## config.mk

```make
export PLATFORM = sky130hd
export DESIGN_NAME = multicycle_control_unit_flat
export DESIGN_NICKNAME = d
export VERILOG_FILES = /design/src/rtl/multicycle_control_unit_pkg.sv /design/src/rtl/multicycle_control_unit_if.sv /design/src/rtl/multicycle_control_unit_mem_wait_timer.sv /design/src/rtl/multicycle_control_unit.sv /design/src/flat_wrapper.sv
export SDC_FILE = /design/constraint.sdc
export NUM_CORES = 1
export LEC_CHECK = 0
export ABC_AREA = 1
export BUFFER_PORTS_ARGS = -buffer_cell sky130_fd_sc_hd__clkbuf_2
export CAP_MARGIN = 10
export CORE_MARGIN = 2
export CORE_UTILIZATION = 48
export CTS_BUF_LIST = sky130_fd_sc_hd__clkbuf_4 sky130_fd_sc_hd__clkbuf_8 sky130_fd_sc_hd__clkbuf_16
export CTS_CLUSTER_SIZE = 28
export DETAILED_ROUTE_END_ITERATION = 8
export MAX_ROUTING_LAYER = met4
export PLACE_DENSITY_LB_ADDON = 0.2
export RECOVER_POWER = 50
export SLEW_MARGIN = 20
export SYNTH_ARGS = -nofsm -noshare
export SYNTH_HDL_FRONTEND = slang
export SYNTH_SLANG_ARGS = --single-unit
```

## constraint.sdc

```tcl
create_clock -name clk -period 2 [get_ports clk]
set_clock_uncertainty 0.15 [all_clocks]
set_input_delay 0.1 -clock clk [delete_from_list [all_inputs] [get_ports clk]]
set_output_delay 0.1 -clock clk [all_outputs]
set_load 0.01 [all_outputs]
```

## src/rtl/multicycle_control_unit_pkg.sv

```systemverilog
// rtl/multicycle_control_unit_pkg.sv - shared types, opcodes and mux encodings for the multicycle control unit
package multicycle_ctrl_pkg;

  // FSM state encoding; also exported on state_dbg
  typedef enum logic [3:0] {
    S_FETCH    = 4'd0,
    S_DECODE   = 4'd1,
    S_MEMADR   = 4'd2,
    S_MEMREAD  = 4'd3,
    S_MEMWB    = 4'd4,
    S_MEMWRITE = 4'd5,
    S_EXECR    = 4'd6,
    S_EXECI    = 4'd7,
    S_ALUWB    = 4'd8,
    S_BEQ      = 4'd9,
    S_JAL      = 4'd10,
    S_LUI      = 4'd11,
    S_TRAP     = 4'd12
  } state_t;

  // RV32I major opcodes (instr[6:0])
  localparam logic [6:0] OP_R      = 7'b0110011;
  localparam logic [6:0] OP_I      = 7'b0010011;
  localparam logic [6:0] OP_LOAD   = 7'b0000011;
  localparam logic [6:0] OP_STORE  = 7'b0100011;
  localparam logic [6:0] OP_BRANCH = 7'b1100011;
  localparam logic [6:0] OP_JAL    = 7'b1101111;
  localparam logic [6:0] OP_LUI    = 7'b0110111;

  // ALU operand A select
  localparam logic [1:0] SRC_A_PC    = 2'b00;
  localparam logic [1:0] SRC_A_OLDPC = 2'b01;
  localparam logic [1:0] SRC_A_RS1   = 2'b10;
  localparam logic [1:0] SRC_A_ZERO  = 2'b11;

  // ALU operand B select
  localparam logic [1:0] SRC_B_RS2  = 2'b00;
  localparam logic [1:0] SRC_B_IMM  = 2'b01;
  localparam logic [1:0] SRC_B_FOUR = 2'b10;

  // ALU operation class
  localparam logic [1:0] ALU_ADD    = 2'b00;
  localparam logic [1:0] ALU_SUB    = 2'b01;
  localparam logic [1:0] ALU_RFUNCT = 2'b10;
  localparam logic [1:0] ALU_IFUNCT = 2'b11;

  // Writeback / PC result select
  localparam logic [1:0] RES_ALUOUT    = 2'b00;
  localparam logic [1:0] RES_MEMDATA   = 2'b01;
  localparam logic [1:0] RES_ALURESULT = 2'b10;

  // Immediate format select
  localparam logic [2:0] IMM_I = 3'b000;
  localparam logic [2:0] IMM_S = 3'b001;
  localparam logic [2:0] IMM_B = 3'b010;
  localparam logic [2:0] IMM_J = 3'b011;
  localparam logic [2:0] IMM_U = 3'b100;

  // Immediate format implied by the opcode; anything unrecognised uses I
  function automatic logic [2:0] imm_sel(input logic [6:0] op);
    case (op)
      OP_STORE:  imm_sel = IMM_S;
      OP_BRANCH: imm_sel = IMM_B;
      OP_JAL:    imm_sel = IMM_J;
      OP_LUI:    imm_sel = IMM_U;
      default:   imm_sel = IMM_I;
    endcase
  endfunction

endpackage

```

## src/rtl/multicycle_control_unit_if.sv

```systemverilog
// rtl/multicycle_control_unit_if.sv - unified memory port handshake between control unit and memory
interface multicycle_control_unit_if;
  logic mem_req;
  logic mem_we;
  logic adr_src;
  logic mem_ready;

  modport master (
    output mem_req,
    output mem_we,
    output adr_src,
    input  mem_ready
  );

  modport slave (
    input  mem_req,
    input  mem_we,
    input  adr_src,
    output mem_ready
  );
endinterface

```

## src/rtl/multicycle_control_unit_mem_wait_timer.sv

```systemverilog
// rtl/multicycle_control_unit_mem_wait_timer.sv - per-access memory wait-state counter with expiry flag
module mem_wait_timer #(
  parameter int MEM_TIMEOUT = 15
) (
  input  logic clk,
  input  logic reset,
  input  logic clear,
  input  logic count_en,
  output logic expired
);
  // A zero timeout still needs a one-bit counter to keep the vector legal
  localparam int W = (MEM_TIMEOUT > 0) ? $clog2(MEM_TIMEOUT + 1) : 1;
  localparam logic [W-1:0] LIMIT = W'(MEM_TIMEOUT);

  logic [W-1:0] count;

  // Count stalled request cycles; saturate at the limit, restart on each state change
  always_ff @(posedge clk or posedge reset) begin
    if (reset) begin
      count <= '0;
    end else if (clear) begin
      count <= '0;
    end else if (count_en && (count != LIMIT)) begin
      count <= count + 1'b1;
    end
  end

  assign expired = (MEM_TIMEOUT != 0) && (count == LIMIT);

endmodule

```

## src/rtl/multicycle_control_unit.sv

```systemverilog
// rtl/multicycle_control_unit.sv - multi-cycle RV32I control FSM with memory handshake and traps
module multicycle_control_unit
  import multicycle_ctrl_pkg::*;
#(
  parameter bit JAL_EN      = 1'b1,
  parameter bit LUI_EN      = 1'b1,
  parameter int MEM_TIMEOUT = 15
) (
  input  logic                             clk,
  input  logic                             reset,
  input  logic [6:0]                       opcode,
  multicycle_control_unit_if.master        mem,
  output logic                             ir_write,
  output logic                             pc_update,
  output logic                             branch,
  output logic                             reg_write,
  output logic [1:0]                       alu_src_a,
  output logic [1:0]                       alu_src_b,
  output logic [1:0]                       alu_op,
  output logic [1:0]                       result_src,
  output logic [2:0]                       imm_src,
  output logic                             illegal,
  output logic                             timeout,
  output logic [3:0]                       state_dbg
);

  state_t state;
  state_t next_state;

  // Ungated strobes; reset masks them below so nothing fires while reset is high
  logic req_raw;
  logic we_raw;
  logic irw_raw;
  logic pcu_raw;
  logic br_raw;
  logic rw_raw;
  logic adr_raw;

  logic set_illegal;
  logic set_timeout;
  logic expired;
  logic wait_expire;

  mem_wait_timer #(
    .MEM_TIMEOUT (MEM_TIMEOUT)
  ) u_wait_timer (
    .clk      (clk),
    .reset    (reset),
    .clear    (next_state != state),
    .count_en (req_raw & ~mem.mem_ready),
    .expired  (expired)
  );

  // A ready arriving on the limit cycle wins over the timeout
  assign wait_expire = expired & ~mem.mem_ready;

  // State register
  always_ff @(posedge clk or posedge reset) begin
    if (reset) begin
      state <= S_FETCH;
    end else begin
      state <= next_state;
    end
  end

  // Sticky trap cause flags
  always_ff @(posedge clk or posedge reset) begin
    if (reset) begin
      illegal <= 1'b0;
      timeout <= 1'b0;
    end else begin
      if (set_illegal) illegal <= 1'b1;
      if (set_timeout) timeout <= 1'b1;
    end
  end

  // Next-state and Moore output decode
  always_comb begin
    next_state  = state;
    req_raw     = 1'b0;
    we_raw      = 1'b0;
    adr_raw     = 1'b0;
    irw_raw     = 1'b0;
    pcu_raw     = 1'b0;
    br_raw      = 1'b0;
    rw_raw      = 1'b0;
    alu_src_a   = SRC_A_PC;
    alu_src_b   = SRC_B_RS2;
    alu_op      = ALU_ADD;
    result_src  = RES_ALUOUT;
    set_illegal = 1'b0;
    set_timeout = 1'b0;

    case (state)
      S_FETCH: begin
        req_raw    = 1'b1;
        alu_src_a  = SRC_A_PC;
        alu_src_b  = SRC_B_FOUR;
        result_src = RES_ALURESULT;
        if (mem.mem_ready) begin
          irw_raw    = 1'b1;
          pcu_raw    = 1'b1;
          next_state = S_DECODE;
        end else if (wait_expire) begin
          next_state  = S_TRAP;
          set_timeout = 1'b1;
        end
      end

      S_DECODE: begin
        // Branch target computed speculatively into ALUOut
        alu_src_a = SRC_A_OLDPC;
        alu_src_b = SRC_B_IMM;
        case (opcode)
          OP_LOAD, OP_STORE: next_state = S_MEMADR;
          OP_R:              next_state = S_EXECR;
          OP_I:              next_state = S_EXECI;
          OP_BRANCH:         next_state = S_BEQ;
          OP_JAL: begin
            if (JAL_EN) begin
              next_state = S_JAL;
            end else begin
              next_state  = S_TRAP;
              set_illegal = 1'b1;
            end
          end
          OP_LUI: begin
            if (LUI_EN) begin
              next_state = S_LUI;
            end else begin
              next_state  = S_TRAP;
              set_illegal = 1'b1;
            end
          end
          default: begin
            next_state  = S_TRAP;
            set_illegal = 1'b1;
          end
        endcase
      end

      S_MEMADR: begin
        alu_src_a  = SRC_A_RS1;
        alu_src_b  = SRC_B_IMM;
        next_state = (opcode == OP_LOAD) ? S_MEMREAD : S_MEMWRITE;
      end

      S_MEMREAD: begin
        req_raw = 1'b1;
        adr_raw = 1'b1;
        if (mem.mem_ready) begin
          next_state = S_MEMWB;
        end else if (wait_expire) begin
          next_state  = S_TRAP;
          set_timeout = 1'b1;
        end
      end

      S_MEMWB: begin
        result_src = RES_MEMDATA;
        rw_raw     = 1'b1;
        next_state = S_FETCH;
      end

      S_MEMWRITE: begin
        req_raw = 1'b1;
        we_raw  = 1'b1;
        adr_raw = 1'b1;
        if (mem.mem_ready) begin
          next_state = S_FETCH;
        end else if (wait_expire) begin
          next_state  = S_TRAP;
          set_timeout = 1'b1;
        end
      end

      S_EXECR: begin
        alu_src_a  = SRC_A_RS1;
        alu_src_b  = SRC_B_RS2;
        alu_op     = ALU_RFUNCT;
        next_state = S_ALUWB;
      end

      S_EXECI: begin
        alu_src_a  = SRC_A_RS1;
        alu_src_b  = SRC_B_IMM;
        alu_op     = ALU_IFUNCT;
        next_state = S_ALUWB;
      end

      S_ALUWB: begin
        result_src = RES_ALUOUT;
        rw_raw     = 1'b1;
        next_state = S_FETCH;
      end

      S_BEQ: begin
        alu_src_a  = SRC_A_RS1;
        alu_src_b  = SRC_B_RS2;
        alu_op     = ALU_SUB;
        result_src = RES_ALUOUT;
        br_raw     = 1'b1;
        next_state = S_FETCH;
      end

      S_JAL: begin
        // Jump to the target held in ALUOut while oldPC+4 forms the link value
        alu_src_a  = SRC_A_OLDPC;
        alu_src_b  = SRC_B_FOUR;
        result_src = RES_ALUOUT;
        pcu_raw    = 1'b1;
        next_state = S_ALUWB;
      end

      S_LUI: begin
        alu_src_a  = SRC_A_ZERO;
        alu_src_b  = SRC_B_IMM;
        next_state = S_ALUWB;
      end

      S_TRAP: begin
        next_state = S_TRAP;
      end

      default: begin
        next_state = S_FETCH;
      end
    endcase
  end

  assign mem.mem_req = req_raw & ~reset;
  assign mem.mem_we  = we_raw  & ~reset;
  assign mem.adr_src = adr_raw;
  assign ir_write    = irw_raw & ~reset;
  assign pc_update   = pcu_raw & ~reset;
  assign branch      = br_raw  & ~reset;
  assign reg_write   = rw_raw  & ~reset;
  assign imm_src     = imm_sel(opcode);
  assign state_dbg   = state;

endmodule

```

## src/flat_wrapper.sv

```systemverilog
// flat-port wrapper written by rule: the top's interface ports become plain ports
module multicycle_control_unit_flat import multicycle_ctrl_pkg::*;
#(
  parameter bit JAL_EN      = 1'b1,
  parameter bit LUI_EN      = 1'b1,
  parameter int MEM_TIMEOUT = 15
)
  (clk, reset, opcode, ir_write, pc_update, branch, reg_write, alu_src_a, alu_src_b, alu_op, result_src, imm_src, illegal, timeout, state_dbg, mem_mem_req, mem_mem_we, mem_adr_src, mem_mem_ready);
  multicycle_control_unit_if mem_i ();
  input  logic clk;
  input  logic reset;
  input  logic [6:0] opcode;
  output logic ir_write;
  output logic pc_update;
  output logic branch;
  output logic reg_write;
  output logic [1:0] alu_src_a;
  output logic [1:0] alu_src_b;
  output logic [1:0] alu_op;
  output logic [1:0] result_src;
  output logic [2:0] imm_src;
  output logic illegal;
  output logic timeout;
  output logic [3:0] state_dbg;
  output wire logic [$bits(mem_i.mem_req)-1:0] mem_mem_req;
  output wire logic [$bits(mem_i.mem_we)-1:0] mem_mem_we;
  output wire logic [$bits(mem_i.adr_src)-1:0] mem_adr_src;
  input wire logic [$bits(mem_i.mem_ready)-1:0] mem_mem_ready;
  assign mem_mem_req = mem_i.mem_req;
  assign mem_mem_we = mem_i.mem_we;
  assign mem_adr_src = mem_i.adr_src;
  assign mem_i.mem_ready = mem_mem_ready;
  multicycle_control_unit #(.JAL_EN(JAL_EN), .LUI_EN(LUI_EN), .MEM_TIMEOUT(MEM_TIMEOUT)) u_core (.clk(clk), .reset(reset), .opcode(opcode), .mem(mem_i), .ir_write(ir_write), .pc_update(pc_update), .branch(branch), .reg_write(reg_write), .alu_src_a(alu_src_a), .alu_src_b(alu_src_b), .alu_op(alu_op), .result_src(result_src), .imm_src(imm_src), .illegal(illegal), .timeout(timeout), .state_dbg(state_dbg));
endmodule
```

Yosys cells after proc, flatten, opt, wreduce, memory -nomap -nowiden. Cells that the tools add are included.

Bits of input ports: 10. Flip-flop bits (word level): 10. Logic and storage cells: 77.

Bitwise gates (word level): 10. Reductions and logical operators: 13. $add $sub $neg: 1. Muxes and demuxes: 27. Equality and inequality tests: 22.

Operators by type and width (number): 4-bit one-hot mux with 7 select lines (1); 4-bit == test, second input constant (6); 4-bit two-way mux (6); 4-bit one-hot mux with 6 select lines (1); 7-bit by 6-bit == test with 1-bit output, second input constant (3); 4-bit by 3-bit == test with 1-bit output, second input constant (4); 7-bit == test, second input constant (2); 1-bit two-way mux (12); 2-bit one-hot mux with 3 select lines (2); 3-bit one-hot mux with 4 select lines (1); 4-bit OR reduction (3); 2-bit OR reduction (5); 1-bit AND (8); 4-bit by 2-bit == test with 1-bit output, second input constant (2); 2-bit one-hot mux with 2 select lines (2); 7-bit by 2-bit == test with 1-bit output, second input constant (1); 7-bit by 5-bit == test with 1-bit output, second input constant (1); 7-bit OR reduction (1); 4-bit by 1-bit adder with 4-bit output, second input constant (1); 4-bit by 1-bit == test with 1-bit output, second input constant (1); 4-bit logical NOT (1); 4-bit inequality test (1); 4-bit inequality test, second input constant (1); 3-bit two-way mux (1); other kinds (5) (6).

Longest topological paths before layout. Gate-level depths: netlist (run 1).

Depth after elaboration: 7. Mapped depth: 13.

Cells and area by module. Synthesis (run 1) repeated with hierarchy kept, for this count alone.

Cells, all modules: 165. Area, all modules: 952.2 sq um.

By module, submodules not included: multicycle_control_unit (area each 723.2 sq um, seq. area each 150.1 sq um, instances 1, cells each 135); mem_wait_timer (area each 229.0 sq um, seq. area each 100.1 sq um, instances 1, cells each 30).

Least setup slack after synthesis (run 1). Ideal clock, no wire load.

Kind: flip-flop to flip-flop. Start point: register u_core.state[1] (netlist: u_core.state_dbg[1]). End point: register u_core.u_wait_timer.count[0]. Buffers on the path: 1. Setup slack: 308 ps. Arrival time: 1470 ps. Period minus slack after synthesis: 1692 ps. Data required time: 1778 ps. Cell stages (with the launch flop): 11. Library setup time: 72 ps. Cells stage by stage: dfrtp_1 -> buf_4 -> nor2_1 -> nand2_1 -> nand3_2 -> nand2_2 -> nand4_1 -> nand2_1 -> nor2_2 -> nand3_2 -> nor2_1.

Cells in the longest elaborated chain, start to end: 6. Elaborated cells between the ends (all ways): 23. Classes of those cells: eq/ne: 10; mux: 7; bitwise: 1; reduce/logical: 5.

Ends and longest elaborated chain: start: declaration (line multicycle_control_unit.sv:27) `state_t state;`; start signal: assignment (line multicycle_control_unit.sv:62) `state <= next_state;`; branches (longest 6 deep; another with 4-bit one-hot mux with 7 select lines); end signal: assignment (line multicycle_control_unit_mem_wait_timer.sv:24) `count <= count + 1'b1;`; end: declaration (line multicycle_control_unit_mem_wait_timer.sv:15) `logic [W-1:0] count;`.

Parallel ways; which one is timed is not known. A chain may end at the register's enable or synchronous reset.

Final worst setup path (run 1).
Start point: register u_core.state[1] (netlist: u_core.state_dbg[1]). End point: output port pc_update.

Cells in the longest elaborated chain, start to end: 3. Elaborated cells between the ends (all ways): 4. Classes of those cells: eq/ne: 1; mux: 1; bitwise: 1; reduce/logical: 1.

Ends and longest elaborated chain: 4-bit == test or 4-bit logical NOT (tied branches) (line multicycle_control_unit.sv:94) `case (state)`; 1-bit one-hot mux with 2 select lines (*) (line multicycle_control_unit.sv:94); 1-bit AND (*) (line multicycle_control_unit.sv:235) `assign pc_update = pcu_raw & ~reset;`; end: declaration (line flat_wrapper.sv:14) `output logic pc_update;`.

Mark *: on every way between the ends. The rest lies on a longest branch, timed or not.

==> results of run 1 <==
==> final cells by class <==
type / instances / area [µm²]
clock buffers: 3 / 22.52
flip-flops and latches: 10 / 254.0
inverters: 27 / 101.3
well taps: 25 / 31.28
repair buffers: 34 / 166.4
multi-input cells: 115 / 568.0
fillers: 190 / 620.6
==> flip-flops by register name, summed over array words and instances, names as in the netlist <==
register / flops
u_core.u_wait_timer.count: 4
u_core.illegal: 1
u_core.timeout: 1
u_core.state_dbg: 4
==> critical path, stage by stage, from the launching register on <==
cell      delay [ns]
dfrtp_2         0.49
nor2_1          0.20
nand2_1         0.18
nor2_1          0.17
inv_1           0.07
a21oi_1         0.13
clkbuf_2        0.15
==> per-layer routing <==
layer  track usage [%]  wire length, µm
met1             28.11              944
met2             36.00             1143
met3             5.660              103
met4             3.243                0
met5                 -                0
==> placed cells by master, fill, tap and decap left out, drive strengths merged <==
master / n
o21ai: 1
nand3: 14
o22ai: 1
a31oi: 1
o211ai: 3
clkbuf: 36
nand4: 2
inv: 27
o41ai: 1
dfrtp: 10
dlygate4sd3: 1
nand2: 55
nor3: 3
a21o: 1
a21oi: 4
xor2: 3
ha: 1
and3: 1
nor2: 24
==> worst min path at each step <==
stage	startpoint	endpoint	slack [ns]
global placement	reset	u_core.timeout$_DFFE_PP0P_	-0.009
floorplan	reset	u_core.illegal$_DFFE_PP0P_	-0.20
CTS	mem_mem_ready	u_core.timeout$_DFFE_PP0P_	0.03
global route	mem_mem_ready	u_core.timeout$_DFFE_PP0P_	0.04
detailed placement	reset	u_core.timeout$_DFFE_PP0P_	-0.003
finish	mem_mem_ready	u_core.timeout$_DFFE_PP0P_	0.03
==> cell usage after synthesis (2+ instances only) <==
library cell / n
a21oi_1: 4
dfrtp_1: 10
inv_1: 24
inv_2: 3
nand2_1: 53
nand2_2: 2
nand3_1: 11
nand3_2: 3
nand4_1: 2
nor2_1: 20
nor2_2: 4
nor3_1: 2
o211ai_1: 3
xor2_1: 3
==> power by group through the flow <==
stage | Sequential [µW] | Clock [µW] | Combinational, µW
after floorplan | 288 | 0 | 465
after global placement | 287 | 0 | 661
after detailed placement | 290 | 0 | 672
after CTS | 286 | 137 | 676
after global routing | 305 | 142 | 755
final | 295 | 134 | 676
==> stage by stage <==
stage / area (µm²) / util (%) / setup slack [ns] / total power, µW
CTS: 1144 / 64.82 / 0.06568 / 1098
global placement: 1111 / 62.98 / 0.09721 / 947.4
floorplan: 922.1 / - / 0.3083 / 753.0
detailed placement: 1111 / 62.98 / 0.1020 / 961.0
finish: 1144 / 64.82 / 0.1041 / 1105
global route: 1144 / 64.82 / 0.01950 / 1202
==> kinds of logic (layout without fill, tap and decap cells) <==
group / Yosys count / count (layout)
flip-flops: 10 / 10
buffers and inverters: 28 / 64
AO/OA/AOI/OAI: 12 / 12
AND/OR/NAND/NOR: 99 / 99
XOR/XNOR: 3 / 3
adder cells (fa/ha/maj): 1 / 1
==> repair_timing <==
action,CTS,global route
endpoints found under the hold margin,10,0
resized for setup,0,6
hold buffers,1,0
setup endpoints to repair,0,5
==> metrics.yaml, run 1 <==
clock_network:
  htree_levels: 1
  clk_pin_slew_ns: 0.06
  numCtsBuffers: 3
  clkSinkCount: 10
  post_cts_buffers: 0
  clk_latency_ns: 0.26
  cts_root_buf: "clkbuf_4"
  cts_max_path_buffers: 2
  cts_tree: "yes"
power_and_ir_drop:
  p_comb_share_pct: 61.2
  p_per_area_nw_per_um2: 966.0
  ir_drop_mv: 0.5361
  power_leakage_uw: 0.0007375
  intPower_uw: 548.0
  p_clk_share_pct: 12.1
  netSwitchingFraction_pct: 50.40
  p_sw_uw: 556.8
  p_seq_share_pct: 26.7
setup_path:
  startpoint: "u_core.state_dbg[1]$_DFF_PP0_"
  cp_data_required_time_ns: 1.75
  r2r_slack_ns: 0.15
  reg2reg_from: "u_core.state_dbg[1]$_DFF_PP0_"
  endpoint_kind: "primary output"
  r2r-end: "u_core.u_wait_timer.count[0]$_DFFE_PP0P_"
  arrival_ns: 1.65
  rr_worst_depth: 9
  cp-endpoint: "pc_update"
  crit_fanout: 9
  critPathKind: "flop to primary output"
  start_kind: "flop"
sta:
  finalSetupTns_ns: 0
  slew_headroom_pct: 73.03
  fin_crit_sh_pct: 94.80
  worst_pin_slew_ns: 0.4041
  setup_viol_count_final: 0
  timing.final.hold_violations: 0
  rsz0062_at_grt: "no"
  min_period_ns: 1.896
  fmax_mhz: 527.5
  holdWs_ns: 0.03018
  maxSlewViolCount: 0
yosys:
  synth_fa_ha_area_share_pct: 1.357
  syn_area_per_cell_um2: 6.027
  synthCells: 153
  syn-num-nets: 164
  synth_warnings: 0
  yosysTopAreaCell: "dfrtp_1"
  ys_ff_latch: 10
  synth.top_cell.area_share_pct: 27.14
  synth_edf_count: 0
  synth-xor-area-share_pct: 2.849
  yosysSeqAreaShare_pct: 27.14
  synth-simple-area-share_pct: 47.90
  synth_ff_type: "dfrtp_1"
  synth_compound_area_share_pct: 8.955
  synth_top_family_by_area: "simple AND/OR/NAND/NOR gates"
  yosysUniqueCellTypes: 23
  muxShareOfSynthArea_pct: 0
  synth_area_um2: 922.1
  synthArstFlopShare_pct: 100.0
  synth_area_leaders: "dfrtp_1 27%, nand2_1 22%, inv_1 9.8%"
global_routing:
  grt_pass1_vias: 886
  grt_usage_pct: 22.08
  grt_pass1_wl_mm: 3.463
  antenna_found_initial: 0
  grt_overflow: 0
  grt_start_max_net_pins: 12
run:
  cap_violations: 0
die:
  num_io_pins: 34
  fp.dieW_um: 47.83
  core_um2: 1764
  initial_core_util_pct: 52.27
  die_area_um2: 2288
  die_h_um: 47.83
  rows: 15
drt:
  drt_iter0_markers: 17
  drt-vias-per-instance: 4.907
  wl_mm: 2.190
  avgRoutedWirePerCell_um: 10.23
  drcViolationCount: 0
  dr.pass1.iters: 4
  postRouteAntennaNets: 0
  vias: 1050
finish:
  fin_cells: 214
  drive_gt1_share_pct: 24.87
  syn_to_final_growth_pct: 24.02
  antennaDiodeCount: 0
  num-nets-final: 202
place:
  hpwlAfterDp_mm: 1.855
  place_congestion: 0.8836
  port_buffers: 33
  dp_cells: 210
worst_hold_path:
  hp-class: "primary input to flop"
  hold_depth: 3
run_status:
  status: "completed"
Power figures use the tool's default switching activity.
==> inputs of run 2 (changes only) <==
- BUFFER_PORTS_ARGS: -buffer_cell sky130_fd_sc_hd__clkbuf_2 -> default
- CORE_ASPECT_RATIO: default -> 0.8
- CORE_UTILIZATION: 48 -> 55
- DONT_BUFFER_PORTS: default -> 1
==> metrics.yaml, run 2 (synthesis results as in run 1) <==
run_status:
  status: "completed"
die:
  core_um2: 1594
  num_io_pins: 34
  die_h_um: 40.63
  rows: 13
  die_area_um2: 2022
  initial_core_util_pct: 57.85
  fp.dieW_um: 49.78
worst_hold_path:
  holdPathEnd: "u_core.illegal$_DFFE_PP0P_"
  hp-class: "primary input to flop"
  hold_start: "opcode[5]"
  hold_depth: 3
clock_network:
  clkSinkCount: 10
  htree_levels: 1
  cts_max_path_buffers: 2
  numCtsBuffers: 3
  cts_tree: "yes"
  cts_root_buf: "clkbuf_4"
  clk_pin_slew_ns: 0.07
  clk_latency_ns: 0.27
sta:
  finalSetupTns_ns: 0
  timing.final.hold_violations: 0
  worst_pin_slew_ns: 0.5563
  maxSlewViolCount: 0
  setup_viol_count_final: 0
  holdWs_ns: 0.02952
  setup_slack_ns: 0.1044
  slew_headroom_pct: 62.43
  fmax_mhz: 527.5
  fin_crit_sh_pct: 94.78
  rsz0062_at_grt: "no"
  min_period_ns: 1.896
global_routing:
  grt_overflow: 0
  grt_start_max_net_pins: 12
  antenna_found_initial: 0
  grt_usage_pct: 26.03
  grt_pass1_wl_mm: 3.684
  grt_pass1_vias: 870
finish:
  antennaDiodeCount: 0
  final_cell_mix: "53 x nand2_1, 23 x inv_1, 20 x nor2_1"
  layout_commonest_cell: "nand2_1"
  multi_input_area_um2: 573.1
  drive_gt1_share_pct: 16.67
  num-nets-final: 174
  utilization_pct: 65.38
  fill_cells: 178
  seq_area_um2: 254.0
  syn_to_final_growth_pct: 13.03
setup_path:
  crit_fanout: 5
  endpoint_kind: "flop"
  critPathKind: "flop to flop"
  crit_chain: "inv_1 > nor2_1 > nand2_1 > nand3_2 > a21oi_1 > nand2_1 > inv_2 > nand2_2 > nand2_1 > nand2_1 > nand3_2 > nor2_1"
  slowest_stage: "dfrtp_2"
  arrival_ns: 1.91
  cpPeakStageDelay_ns: 0.45
  r2r-end: "u_core.u_wait_timer.count[3]$_DFFE_PP0P_"
  rr_worst_depth: 12
  start_kind: "flop"
  r2r_slack_ns: 0.10
  cp_data_required_time_ns: 2.01
  reg2reg_from: "u_core.state_dbg[2]$_DFF_PP0_"
  cpMostUsedCell: "nand2_1"
place:
  hpwlAfterDp_mm: 1.909
  pre_cts_ws_ns: 0.06442
  place_congestion: 0.9433
  port_buffers: 0
power_and_ir_drop:
  power_leakage_uw: 0.0006472
  ir_drop_mv: 0.5118
  fin_total_pwr_uw: 1102
  p_per_area_nw_per_um2: 1057
drt:
  drt_iter0_markers: 35
  dr.pass1.iters: 4
  drcViolationCount: 0
  drt-vias-per-instance: 5.304
  vias: 976
  avgRoutedWirePerCell_um: 12.82
  postRouteAntennaNets: 0
  wl_mm: 2.358
run:
  cap_violations: 0
run 2: where the power goes:
| part | total [µW] | leakage, µW | internal, µW | switching [µW] |
|---|---|---|---|---|
| Sequential | 297 | 0.000127 | 237 | 60.1 |
| Combinational | 623 | 0.000500 | 196 | 427 |
| Clock | 182 | 0.0000210 | 111 | 71.1 |
run 2: layer usage:
layer / share of wire [%] / GRT usage, % / wire, µm
met1: 43 / 30.04 / 1003
met2: 47 / 46.67 / 1103
met3: 10 / 8.394 / 247
met4: 0.17 / 4.167 / 4
met5: 0 / - / 0
run 2: stage by stage:
stage | cells | instance area, µm²
after floorplan | 153 | 922.1
after global placement | 177 | 964.7
after detailed placement | 177 | 964.7
after CTS | 183 | 1021
after global routing | 184 | 1042
final | 184 | 1042
run 2: worst max-delay path, delay by kind of cell, from the launching register on:
family / cells / cell delay (ns)
buffers and inverters: 2 / 0.21
AND/OR/NAND/NOR: 9 / 0.82
AO/OA/AOI/OAI: 1 / 0.18
flip-flops: 1 / 0.45
run 2: area by class of cell:
class / count / area share [%]
inverters: 27 / 9.724
repair buffers: 6 / 4.802
flip-flops and latches: 10 / 24.37
well taps: 22 / 2.641
multi-input cells: 115 / 54.98
clock buffers: 4 / 3.481
run 2: worst max path at each step:
stage	start	endpoint	slack [ns]
6_report	u_core.state_dbg[2]$_DFF_PP0_	u_core.u_wait_timer.count[3]$_DFFE_PP0P_	0.10
5_1_grt	u_core.state_dbg[1]$_DFF_PP0_	u_core.u_wait_timer.count[3]$_DFFE_PP0P_	0.002
4_1_cts	u_core.state_dbg[0]$_DFF_PP0_	u_core.u_wait_timer.count[3]$_DFFE_PP0P_	0.05
3_5_place_dp	u_core.state_dbg[2]$_DFF_PP0_	u_core.u_wait_timer.count[3]$_DFFE_PP0P_	0.06
3_3_place_gp	u_core.state_dbg[0]$_DFF_PP0_	u_core.u_wait_timer.count[2]$_DFFE_PP0P_	0.11
2_1_floorplan	u_core.state_dbg[1]$_DFF_PP0_	u_core.u_wait_timer.count[0]$_DFFE_PP0P_	0.31
run 2: repair_timing:
| action | in CTS | in global routing |
|---|---|---|
| buffers inserted | 0 | 1 |
| setup endpoints to repair | 0 | 5 |
| gates resized for setup | 0 | 7 |
| hold buffers | 2 | 0 |
| endpoints found under the hold margin | 11 | 0 |
==> inputs of run 3 (changes only) <==
- CAP_MARGIN: 10 -> default
- clock period: 2 -> 1.72 ns (I/O delays scaled with it)
==> metrics.yaml, run 3 (synthesis results as in run 1) <==
sta:
  setup_viol_count_final: 9
  setup_slack_ns: -0.1272
  fmax_mhz: 541.4
  fin_crit_sh_pct: 107.4
  rsz0062_at_grt: "yes"
  timing.final.hold_violations: 0
  slew_headroom_pct: 61.51
  min_period_ns: 1.847
  maxSlewViolCount: 0
  worst_pin_slew_ns: 0.5698
finish:
  syn_to_final_growth_pct: 40.03
  layout_commonest_cell: "nand2_1"
  utilization_pct: 81.00
  final_cell_mix: "51 x nand2_1, 24 x buf_4, 22 x inv_1"
  antennaDiodeCount: 0
  drive_gt1_share_pct: 32.62
  num-nets-final: 199
  fin_area_um2: 1291
worst_hold_path:
  hp-class: "primary input to flop"
die:
  num_io_pins: 34
  die_area_um2: 2022
  fp.dieW_um: 49.78
  initial_core_util_pct: 57.85
  die_h_um: 40.63
  core_um2: 1594
  rows: 13
global_routing:
  grt_usage_pct: 32.76
  antenna_found_initial: 0
  grt_overflow: 0
  grt_pass1_vias: 1159
  grt_pass1_wl_mm: 4.671
  grt_start_max_net_pins: 12
drt:
  vias: 1180
  drt-vias-per-instance: 5.646
  dr.pass1.iters: 4
  postRouteAntennaNets: 0
  avgRoutedWirePerCell_um: 14.15
  drcViolationCount: 0
  wl_mm: 2.958
  drt_iter0_markers: 46
power_and_ir_drop:
  p_per_area_nw_per_um2: 1276
  intPower_uw: 859.5
  power_leakage_uw: 0.0007737
  netSwitchingFraction_pct: 47.83
  p_clk_share_pct: 13.8
  ir_drop_mv: 0.6664
  p_sw_uw: 787.8
  p_seq_share_pct: 20.7
  p_comb_share_pct: 65.6
setup_path:
  critPathKind: "flop to flop"
  cp_data_required_time_ns: 1.77
  arrival_ns: 1.90
  start_kind: "flop"
  endpoint_kind: "flop"
  crit_fanout: 5
place:
  place_congestion: 0.9271
  port_buffers: 0
  hpwlAfterDp_mm: 2.065
  placed_cell_area_um2: 1122
  pre_cts_ws_ns: -0.07485
clock_network:
  clkSinkCount: 10
  cts_root_buf: "clkbuf_4"
  clk_pin_slew_ns: 0.08
  htree_levels: 1
  cts_max_path_buffers: 2
  numCtsBuffers: 3
  cts_tree: "yes"
  clk_latency_ns: 0.28
run_status:
  violations: "negative setup slack"
  status: "complete, but fails checks"
run:
  cap_violations: 0
run 3: final cells by class:
type                            count  area [µm²]
Clock buffer                        4       36.28
Inverter                           27       101.3
Sequential cell                    10       254.0
Multi-Input combinational cell    115       619.3
Fill cell                         117       302.8
Timing Repair Buffer               31       252.7
Tap cell                           22       27.53
run 3: metal layers:
| layer | up-vias | global-route usage, % | routed length, µm |
|---|---|---|---|
| li1 | 548 | - | - |
| met1 | 535 | 33.03 | 1103 |
| met2 | 74 | 61.00 | 1440 |
| met3 | 23 | 8.759 | 287 |
| met4 | 0 | 18.75 | 125 |
| met5 | - | - | 0 |
run 3: final timing paths:
kind                       cells past startpoint                     startpoint                                  endpoint  slack [ns]
max                                           12  u_core.state_dbg[0]$_DFF_PP0_  u_core.u_wait_timer.count[0]$_DFFE_PP0P_       -0.13
min                                            3                      opcode[5]                u_core.illegal$_DFFE_PP0P_        0.01
min reg2reg                                    1     u_core.timeout$_DFFE_PP0P_                u_core.timeout$_DFFE_PP0P_        0.39
min in group asynchronous                      2                          reset  u_core.u_wait_timer.count[1]$_DFFE_PP0P_        0.11
max reg2reg                                   12  u_core.state_dbg[0]$_DFF_PP0_  u_core.u_wait_timer.count[0]$_DFFE_PP0P_       -0.13
max in group asynchronous                      2                          reset             u_core.state_dbg[1]$_DFF_PP0_        0.98
run 3: power groups by stage:
| stage | clock network (µW) | registers (µW) | logic (µW) |
|---|---|---|---|
| finish | 227 | 341 | 1080 |
| global route | 233 | 342 | 1170 |
| CTS | 223 | 332 | 1030 |
| detailed placement | 0 | 319 | 935 |
| global placement | 0 | 317 | 904 |
| floorplan | 0 | 335 | 540 |
run 3: critical path: stages (launching register included):
cell and delay, ns:
dfrtp_2 0.47, buf_4 0.18, nor2_2 0.14, nand2_1 0.11, inv_1 0.09, nand2_1 0.06, nand3_1 0.10, nor2_2 0.06
nand2_1 0.07, nand2_1 0.06, nand2_1 0.07, nand3_2 0.10, nor2_1 0.11
run 3: stage by stage:
| step | hold WS (ns) | TNS (ns) | power (µW) | instances |
|---|---|---|---|---|
| 4_1_cts | 0.009328 | -0.1847 | 1587 | 209 |
| 2_1_floorplan | -0.2186 | 0 | 875.6 | 153 |
| 5_1_grt | 0.03110 | -1.386 | 1743 | 209 |
| 3_3_place_gp | -0.1641 | -0.06194 | 1221 | 198 |
| 6_report | 0.009884 | -0.6443 | 1647 | 209 |
| 3_5_place_dp | -0.1624 | -0.1987 | 1254 | 198 |
run 3: timing repair:
item | 4_1_cts | 5_1_grt
setup endpoints to repair | 8 | 11
resized for setup | 20 | 3
buffers inserted | 2 | 0
hold buffers | 5 | 0
hold endpoints to repair | 12 | 0
pin swaps | 2 | 1
